<file path="src/rtl/timer_pkg.sv">
// timer_pkg: shared register-map offsets, CTRL/STATUS bit positions and a
// half-word merge helper for the io_timer_bank timer channels.
package timer_pkg;

  // Register stride between consecutive channels on the IO bus.
  localparam int CH_STRIDE = 8;

  // Per-channel register offsets.
  typedef enum logic [2:0] {
    OFS_RELOAD_L = 3'd0,
    OFS_RELOAD_H = 3'd1,
    OFS_COUNT_L  = 3'd2,
    OFS_COUNT_H  = 3'd3,
    OFS_CTRL     = 3'd4,
    OFS_STATUS   = 3'd5,
    OFS_CAP_L    = 3'd6,
    OFS_CAP_H    = 3'd7
  } ofs_e;

  // CTRL bit positions.
  localparam int CTRL_EN_BIT       = 0;
  localparam int CTRL_PERIODIC_BIT = 1;
  localparam int CTRL_IRQ_EN_BIT   = 2;
  localparam int CTRL_PRESC_LSB    = 8;

  // STATUS bit positions.
  localparam int STAT_EXP_BIT = 0;
  localparam int STAT_CAP_BIT = 1;

  // Replace the low or high 16-bit half of a 32-bit register image.
  function automatic logic [31:0] merge_half(input logic [31:0] cur,
                                             input logic        hi,
                                             input logic [15:0] d);
    return hi ? {d, cur[15:0]} : {cur[31:16], d};
  endfunction

endpackage

</file>
<file path="src/rtl/io_timer_bank_if.sv">
// io_timer_bank_if: J1 IO bus signals seen by the timer bank.
// The CPU side uses the master modport, the timer bank the slave modport.
interface io_timer_bank_if;
  logic        io_rd;
  logic        io_wr;
  logic [15:0] mem_addr;
  logic [15:0] dout;
  logic [15:0] io_din;

  modport master (output io_rd, io_wr, mem_addr, dout, input io_din);
  modport slave  (input io_rd, io_wr, mem_addr, dout, output io_din);
endinterface

</file>
<file path="src/rtl/timer_channel.sv">
// timer_channel: one down-counting timer with reload, prescaler, one-shot or
// periodic mode, sticky expiry flag and coherent 32-bit COUNT reads.
// Capture logic is built only when TIMER_CAPTURE_EN is defined.
module timer_channel
  import timer_pkg::*;
#(
  parameter int WIDTH   = 32,
  parameter int PRESC_W = 8
) (
  input  logic        clk,
  input  logic        resetq,
  input  logic        sel,      // address falls in this channel
  input  logic        rd,       // read strobe, already qualified by sel
  input  logic        wr,       // write strobe, already qualified by sel
  input  ofs_e        ofs,
  input  logic [15:0] wdata,
  input  logic        capture,
  output logic [15:0] rdata,
  output logic        irq_req
);

  localparam bit HAS_HI = (WIDTH > 16);

  logic [WIDTH-1:0]   reload_q, count_q, cap_q;
  logic [PRESC_W-1:0] div_q, presc_q;
  logic               enable_q, periodic_q, irq_en_q;
  logic               flag_exp_q, flag_cap_q;
  logic [15:0]        shadow_q;
  logic [31:0]        reload_ext, count_ext, cap_ext;

  assign reload_ext = 32'(reload_q);
  assign count_ext  = 32'(count_q);
  assign cap_ext    = 32'(cap_q);

  logic wr_reload, wr_count, wr_ctrl, clr_exp, tick, expire;

  assign wr_reload = wr && (ofs == OFS_RELOAD_L || (HAS_HI && ofs == OFS_RELOAD_H));
  assign wr_count  = wr && (ofs == OFS_COUNT_L  || (HAS_HI && ofs == OFS_COUNT_H));
  assign wr_ctrl   = wr && (ofs == OFS_CTRL);
  assign clr_exp   = wr && (ofs == OFS_STATUS) && wdata[STAT_EXP_BIT];
  // >= rather than == so a divisor lowered mid-count cannot stall the prescaler.
  assign tick      = enable_q && (presc_q >= div_q);
  // A COUNT write consumes the tick entirely, expiry included.
  assign expire    = tick && !wr_count && (count_q == '0);

  // Reload register: half-word writes, upper half absent for 16-bit timers.
  // NOTE: sequential state uses non-blocking assignments so every flop samples pre-edge values.
  always_ff @(posedge clk or negedge resetq) begin
    if (!resetq)        reload_q <= '0;
    else if (wr_reload) reload_q <= WIDTH'(merge_half(reload_ext, ofs == OFS_RELOAD_H, wdata));
  end

  // Prescaler: held at 0 while disabled, restarted by COUNT writes and on wrap.
  always_ff @(posedge clk or negedge resetq) begin
    if (!resetq)                             presc_q <= '0;
    else if (!enable_q || wr_count || tick)  presc_q <= '0;
    else                                     presc_q <= presc_q + PRESC_W'(1);
  end

  // Counter: software writes win over ticks; expiry reloads or parks at zero.
  always_ff @(posedge clk or negedge resetq) begin
    if (!resetq)       count_q <= '0;
    else if (wr_count) count_q <= WIDTH'(merge_half(count_ext, ofs == OFS_COUNT_H, wdata));
    else if (tick) begin
      if (count_q != '0)   count_q <= count_q - WIDTH'(1);
      else if (periodic_q) count_q <= reload_q;
    end
  end

  // Control fields; a one-shot expiry drops enable unless CTRL is written that cycle.
  always_ff @(posedge clk or negedge resetq) begin
    if (!resetq) begin
      enable_q   <= 1'b0;
      periodic_q <= 1'b0;
      irq_en_q   <= 1'b0;
      div_q      <= '0;
    end else if (wr_ctrl) begin
      enable_q   <= wdata[CTRL_EN_BIT];
      periodic_q <= wdata[CTRL_PERIODIC_BIT];
      irq_en_q   <= wdata[CTRL_IRQ_EN_BIT];
      div_q      <= wdata[CTRL_PRESC_LSB +: PRESC_W];
    end else if (expire && !periodic_q) begin
      enable_q   <= 1'b0;
    end
  end

  // Sticky expiry flag: set has priority over write-1-to-clear.
  always_ff @(posedge clk or negedge resetq) begin
    if (!resetq)      flag_exp_q <= 1'b0;
    else if (expire)  flag_exp_q <= 1'b1;
    else if (clr_exp) flag_exp_q <= 1'b0;
  end

  // COUNT_H shadow, latched by a COUNT_L read so the pair reads coherently.
  always_ff @(posedge clk or negedge resetq) begin
    if (!resetq)                        shadow_q <= '0;
    else if (rd && ofs == OFS_COUNT_L)  shadow_q <= count_ext[31:16];
  end

`ifdef TIMER_CAPTURE_EN
  logic [2:0] cap_sync_q;
  logic       cap_edge, clr_cap;

  assign cap_edge = cap_sync_q[1] & ~cap_sync_q[2];
  assign clr_cap  = wr && (ofs == OFS_STATUS) && wdata[STAT_CAP_BIT];

  // Two-stage synchroniser plus one history stage for rising-edge detection.
  always_ff @(posedge clk or negedge resetq) begin
    if (!resetq) cap_sync_q <= '0;
    else         cap_sync_q <= {cap_sync_q[1:0], capture};
  end

  // Capture register and sticky capture flag; set wins over clear.
  always_ff @(posedge clk or negedge resetq) begin
    if (!resetq) begin
      cap_q      <= '0;
      flag_cap_q <= 1'b0;
    end else if (cap_edge) begin
      cap_q      <= count_q;
      flag_cap_q <= 1'b1;
    end else if (clr_cap) begin
      flag_cap_q <= 1'b0;
    end
  end
`else
  logic unused_capture;
  assign unused_capture = capture;
  assign cap_q          = '0;
  assign flag_cap_q     = 1'b0;
`endif

  assign irq_req = irq_en_q & (flag_exp_q | flag_cap_q);

  // Read mux, zero when the address is not in this channel.
  // NOTE: every output of an always_comb gets a default first, so no path infers a latch.
  always_comb begin
    rdata = '0;
    if (sel) begin
      case (ofs)
        OFS_RELOAD_L: rdata = reload_ext[15:0];
        OFS_RELOAD_H: rdata = reload_ext[31:16];
        OFS_COUNT_L:  rdata = count_ext[15:0];
        OFS_COUNT_H:  rdata = shadow_q;
        OFS_CTRL: begin
          rdata[CTRL_EN_BIT]                 = enable_q;
          rdata[CTRL_PERIODIC_BIT]           = periodic_q;
          rdata[CTRL_IRQ_EN_BIT]             = irq_en_q;
          rdata[CTRL_PRESC_LSB +: PRESC_W]   = div_q;
        end
        OFS_STATUS: begin
          rdata[STAT_EXP_BIT] = flag_exp_q;
          rdata[STAT_CAP_BIT] = flag_cap_q;
        end
        OFS_CAP_L:    rdata = cap_ext[15:0];
        OFS_CAP_H:    rdata = cap_ext[31:16];
        default:      rdata = '0;
      endcase
    end
  end

endmodule

</file>
<file path="src/rtl/io_timer_bank.sv">
// io_timer_bank: bank of CHANNELS down-counting timers on the J1 IO bus.
// Decodes channel/offset, ORs per-channel read data and registers the
// combined interrupt. Optional capture inputs: define TIMER_CAPTURE_EN.
module io_timer_bank
  import timer_pkg::*;
#(
  parameter int          CHANNELS  = 2,
  parameter int          WIDTH     = 32,
  parameter logic [15:0] BASE_ADDR = 16'd110,
  parameter int          PRESC_W   = 8
) (
  input  logic                clk,
  input  logic                resetq,
  io_timer_bank_if.slave      bus,
  input  logic [CHANNELS-1:0] capture,
  output logic                irq
);

  logic [15:0] rel;
  logic        in_range;
  logic [12:0] ch_idx;
  ofs_e        ofs;

  assign rel      = bus.mem_addr - BASE_ADDR;
  assign in_range = (bus.mem_addr >= BASE_ADDR) && (rel < 16'(CH_STRIDE * CHANNELS));
  assign ch_idx   = rel[15:3];
  assign ofs      = ofs_e'(rel[2:0]);

  logic [15:0]         ch_rdata [CHANNELS];
  logic [CHANNELS-1:0] ch_irq;

  for (genvar c = 0; c < CHANNELS; c++) begin : g_ch
    logic sel;
    assign sel = in_range && (ch_idx == 13'(c));

    timer_channel #(.WIDTH(WIDTH), .PRESC_W(PRESC_W)) u_ch (
      .clk     (clk),
      .resetq  (resetq),
      .sel     (sel),
      .rd      (bus.io_rd && sel),
      .wr      (bus.io_wr && sel),
      .ofs     (ofs),
      .wdata   (bus.dout),
      .capture (capture[c]),
      .rdata   (ch_rdata[c]),
      .irq_req (ch_irq[c])
    );
  end

  // OR the per-channel read data; unselected channels contribute zero.
  always_comb begin
    bus.io_din = '0;
    for (int c = 0; c < CHANNELS; c++) bus.io_din = bus.io_din | ch_rdata[c];
  end

  // Registered interrupt request, cleared asynchronously by reset.
  always_ff @(posedge clk or negedge resetq) begin
    if (!resetq) irq <= 1'b0;
    else         irq <= |ch_irq;
  end

endmodule

</file>
<file path="src/flat_wrapper.sv">
// flat-port wrapper written by rule: the top's interface ports become plain ports
module io_timer_bank_flat import timer_pkg::*;
#(
  parameter int          CHANNELS  = 2,
  parameter int          WIDTH     = 32,
  parameter logic [15:0] BASE_ADDR = 16'd110,
  parameter int          PRESC_W   = 8
)
  (clk, resetq, capture, irq, bus_io_rd, bus_io_wr, bus_mem_addr, bus_dout, bus_io_din);
  io_timer_bank_if bus_i ();
  input  logic clk;
  input  logic resetq;
  input  logic [CHANNELS-1:0] capture;
  output logic irq;
  input wire logic [$bits(bus_i.io_rd)-1:0] bus_io_rd;
  input wire logic [$bits(bus_i.io_wr)-1:0] bus_io_wr;
  input wire logic [$bits(bus_i.mem_addr)-1:0] bus_mem_addr;
  input wire logic [$bits(bus_i.dout)-1:0] bus_dout;
  output wire logic [$bits(bus_i.io_din)-1:0] bus_io_din;
  assign bus_i.io_rd = bus_io_rd;
  assign bus_i.io_wr = bus_io_wr;
  assign bus_i.mem_addr = bus_mem_addr;
  assign bus_i.dout = bus_dout;
  assign bus_io_din = bus_i.io_din;
  io_timer_bank #(.CHANNELS(CHANNELS), .WIDTH(WIDTH), .BASE_ADDR(BASE_ADDR), .PRESC_W(PRESC_W)) u_core (.clk(clk), .resetq(resetq), .bus(bus_i), .capture(capture), .irq(irq));
endmodule
</file>
<file path="config.mk">
export PLATFORM = sky130hd
export DESIGN_NAME = io_timer_bank_flat
export DESIGN_NICKNAME = d
export VERILOG_FILES = /design/src/rtl/timer_pkg.sv /design/src/rtl/io_timer_bank_if.sv /design/src/rtl/timer_channel.sv /design/src/rtl/io_timer_bank.sv /design/src/flat_wrapper.sv
export SDC_FILE = /design/constraint.sdc
export NUM_CORES = 1
export LEC_CHECK = 0
export CORE_MARGIN = 2
export CORE_UTILIZATION = 55
export DETAILED_ROUTE_END_ITERATION = 7
export PLACE_DENSITY = 0.69
export SYNTH_ARGS = -nofsm -noshare
export SYNTH_HDL_FRONTEND = slang
export SYNTH_SLANG_ARGS = --single-unit
</file>
<file path="constraint.sdc">
create_clock -name clk -period 11.76 [get_ports clk]
set_input_delay 2.352 -clock clk [delete_from_list [all_inputs] [get_ports clk]]
set_output_delay 2.352 -clock clk [all_outputs]
set_load 0.05 [all_outputs]
</file>
==> out/summary.txt <==
PwrDens: 113.5 nW/µm²
most numerous cell in the Yosys netlist: dfrtp_1
cts bufs inserted: 23
Final #Nets: 1289
mapped cell area: 12440 µm²
fillcell total: 1894
syn_nets: 1280
Cell variety after synth: 85
share of layout cells above drive strength 1: 0.2024
Yosys top cell by area: dfrtp_1
DR iter-0 viols: 1030
Hold WC Path Type: flop to flop
RSZ-0062 raised after global routing: no
per-cell routed wire length: 24.23 µm
Overflow after GRT: 0
yosys warns: 0
1st-pass router iterations: 5
Final Hold Vio Count: 0
Final GP Congestion: 0.8898
Final Max Slew Viols: 0
Starting Density: 0.5544
Setup Skew: 0.007342 ns
Avg Inst Size Synth: 10.23 µm²
global-route wire length before repair: 57.56 mm
synthesized instance count: 1216
synthesized flop and latch total: 201
Antenna diodes: 0
die width: 154.4 µm
hold_buf cts: 0
vias post-DR: 10256
status: finished, final reports clean
IO Pins: 55
core footprint: 22430 µm²
CTS max path bufs: 3
WHS: 0.4981 ns
Placed Instances: 1485
reg2reg start: u_core.g_ch[1].u_ch.count_ext[14]
Post-CTS Setup Inserts: 0
initial antenna violation count: 0
CP Launch Type: primary input
Worst Hold Launch: u_core.g_ch[1].u_ch.shadow_q[6]
Final Setup Violations: 0
setup TNS: 0 ns
largest net degree at the start of global routing: 83
FFs w/ async S/R, synth: 1.000
Max Clk Rate: 0.1062 GHz
Max Cap Viol: 0
area growth from synthesis to layout: 10.94%
share of the synthesized area in the top cell type: 0.4044
nature of the critical path endpoint: primary output
worst-case vdd ir drop: 95.21 µV
DR vias/cell: 6.725
Area contributors post-synth: dfrtp_1, mux2_2, mux2i_1, ha_1, a221o_1
residual DRC count: 0
Port Buf Inserts: 52
Clock Latency Late Sink: 0.51 ns
Data arrival, critical path: 7.06 ns
DIE AREA: 23830 µm²
Tcrit/Tclk final: 0.8004
Critical Path RT: 9.41 ns
non-filler cells, final: 1525
clock period minus worst slack: 9.413 ns
headroom to the max-slew limit: 0.1916
H-Tree Depth: 1
kind of critical path: primary input to primary output
worst hold stages: 1
Die Ht: 154.4 µm
R2R cell count: 7
num rows: 55
CTS tree: built
register area share after synthesis: 0.4044
vias in the first global route: 9804
clock tree sinks: 201
Clk pin slew, worst setup/hold paths: 0.06 ns
Gates resized, CTS repair: 0
Routed Antenna Nets: 0
Post-synth EDFFs: 0
Top FF cell, synth: dfrtp_1
Post-synth top cells: dfrtp_1, mux2_2, nor2_1, nand2_1, nor3_1
Lkg Pwr: 5.774 nW
Routed WL: 36.95 mm
Slew @ Worst Pin: 1.208 ns
CTS root buf: clkbuf_16
crit path from: bus_mem_addr[1]
worst-path fanout max: 43
Post-DP HPWL: 24.68 mm
Total GRT Usage: 0.3118
## flip-flops by register name, summed over array words and instances (netlist names)
signal / count
u_core.g_ch.u_ch.flag_exp_q: 2
u_core.g_ch.u_ch.enable_q: 2
u_core.irq: 1
u_core.g_ch.u_ch.count_ext: 64
u_core.g_ch.u_ch.irq_en_q: 2
u_core.g_ch.u_ch.periodic_q: 2
u_core.g_ch.u_ch.presc_q: 16
u_core.g_ch.u_ch.div_q: 16
u_core.g_ch.u_ch.shadow_q: 32
u_core.g_ch.u_ch.reload_ext: 64
## placed cells by master (no fill, tap or decap), types with 29 or more instances in the layout
cell type and instances:
nand2_1 70, xor2_1 33, nand3_1 50, a221o_1 30, nor3_1 57, nor2_1 77, mux2_2 126, clkdlybuf4s50_1 49
inv_1 39, nor4_1 40, mux2i_1 34, dfrtp_1 201, o21ai_0 56, a21oi_1 29
## critical path: stages
cell	delay (ns)
buf_2	0.07
buf_4	0.49
inv_1	0.42
ha_1	0.75
nor2_1	1.06
a22oi_1	0.21
o21ai_0	0.23
a211oi_1	0.08
a211oi_1	0.45
clkdlybuf4s50_1	0.90
## per-stage QoR
step | power, mW | instance area, µm² | setup WS [ns] | util
2_1_floorplan | 0.7677 | 12440 | 3.784 | -
3_3_place_gp | 0.8201 | 13000 | 2.533 | 0.5793
3_5_place_dp | 0.8209 | 13000 | 2.482 | 0.5793
4_1_cts | 1.575 | 13800 | 2.474 | 0.6150
5_1_grt | 1.611 | 13800 | 2.071 | 0.6150
6_report | 1.565 | 13800 | 2.347 | 0.6150
## layer usage
metal  vias to the layer above  global-route usage  share of wire
met3                        63             0.04371          0.073
met5                         -                   0              0
li1                       4604                   -              -
met1                      5138              0.4655           0.45
met4                         0             0.09832          0.031
met2                       451              0.4736           0.45
## where the power goes
part	total (mW)	internal, mW	switching [mW]
registers	0.700	0.695	0.00489
clock network	0.756	0.466	0.290
logic	0.110	0.0365	0.0738
## cell type report
cell class	count	area, µm²	area share
clock inverters	9	125.1	0.009069
multi-input cells	891	6822	0.4944
clock buffers	31	675.6	0.04897
flip-flops and latches	201	5030	0.3646
repair buffers	69	641.9	0.04652
well taps	285	356.6	0.02585
inverters	39	146.4	0.01061
## logic make-up (layout without fill, tap and decap cells)
family | Yosys count | after routing | synth area share
AO/OA/AOI/OAI | 234 | 234 | 0.1462
XOR/XNOR | 61 | 61 | 0.04356
adder cells (fa/ha/maj) | 26 | 26 | 0.02616
buffers and inverters | 124 | 148 | 0.04769
flip-flops | 201 | 201 | 0.4044
multiplexers | 175 | 175 | 0.1641
AND/OR/NAND/NOR | 395 | 395 | 0.1679
## final timing paths
| kind | end | slack (ns) |
|---|---|---|
| min reg2reg | u_core.g_ch[1].u_ch.shadow_q[6] | 0.50 |
| max | bus_io_din[1] | 2.35 |
| min | u_core.g_ch[1].u_ch.shadow_q[6] | 0.50 |
| max reg2reg | u_core.g_ch[1].u_ch.count_ext[2] | 7.63 |
| min in group asynchronous | u_core.g_ch[1].u_ch.presc_q[3] | 1.84 |
| max in group asynchronous | u_core.g_ch[0].u_ch.count_ext[20] | 7.82 |
Power figures use the tool's default switching activity.
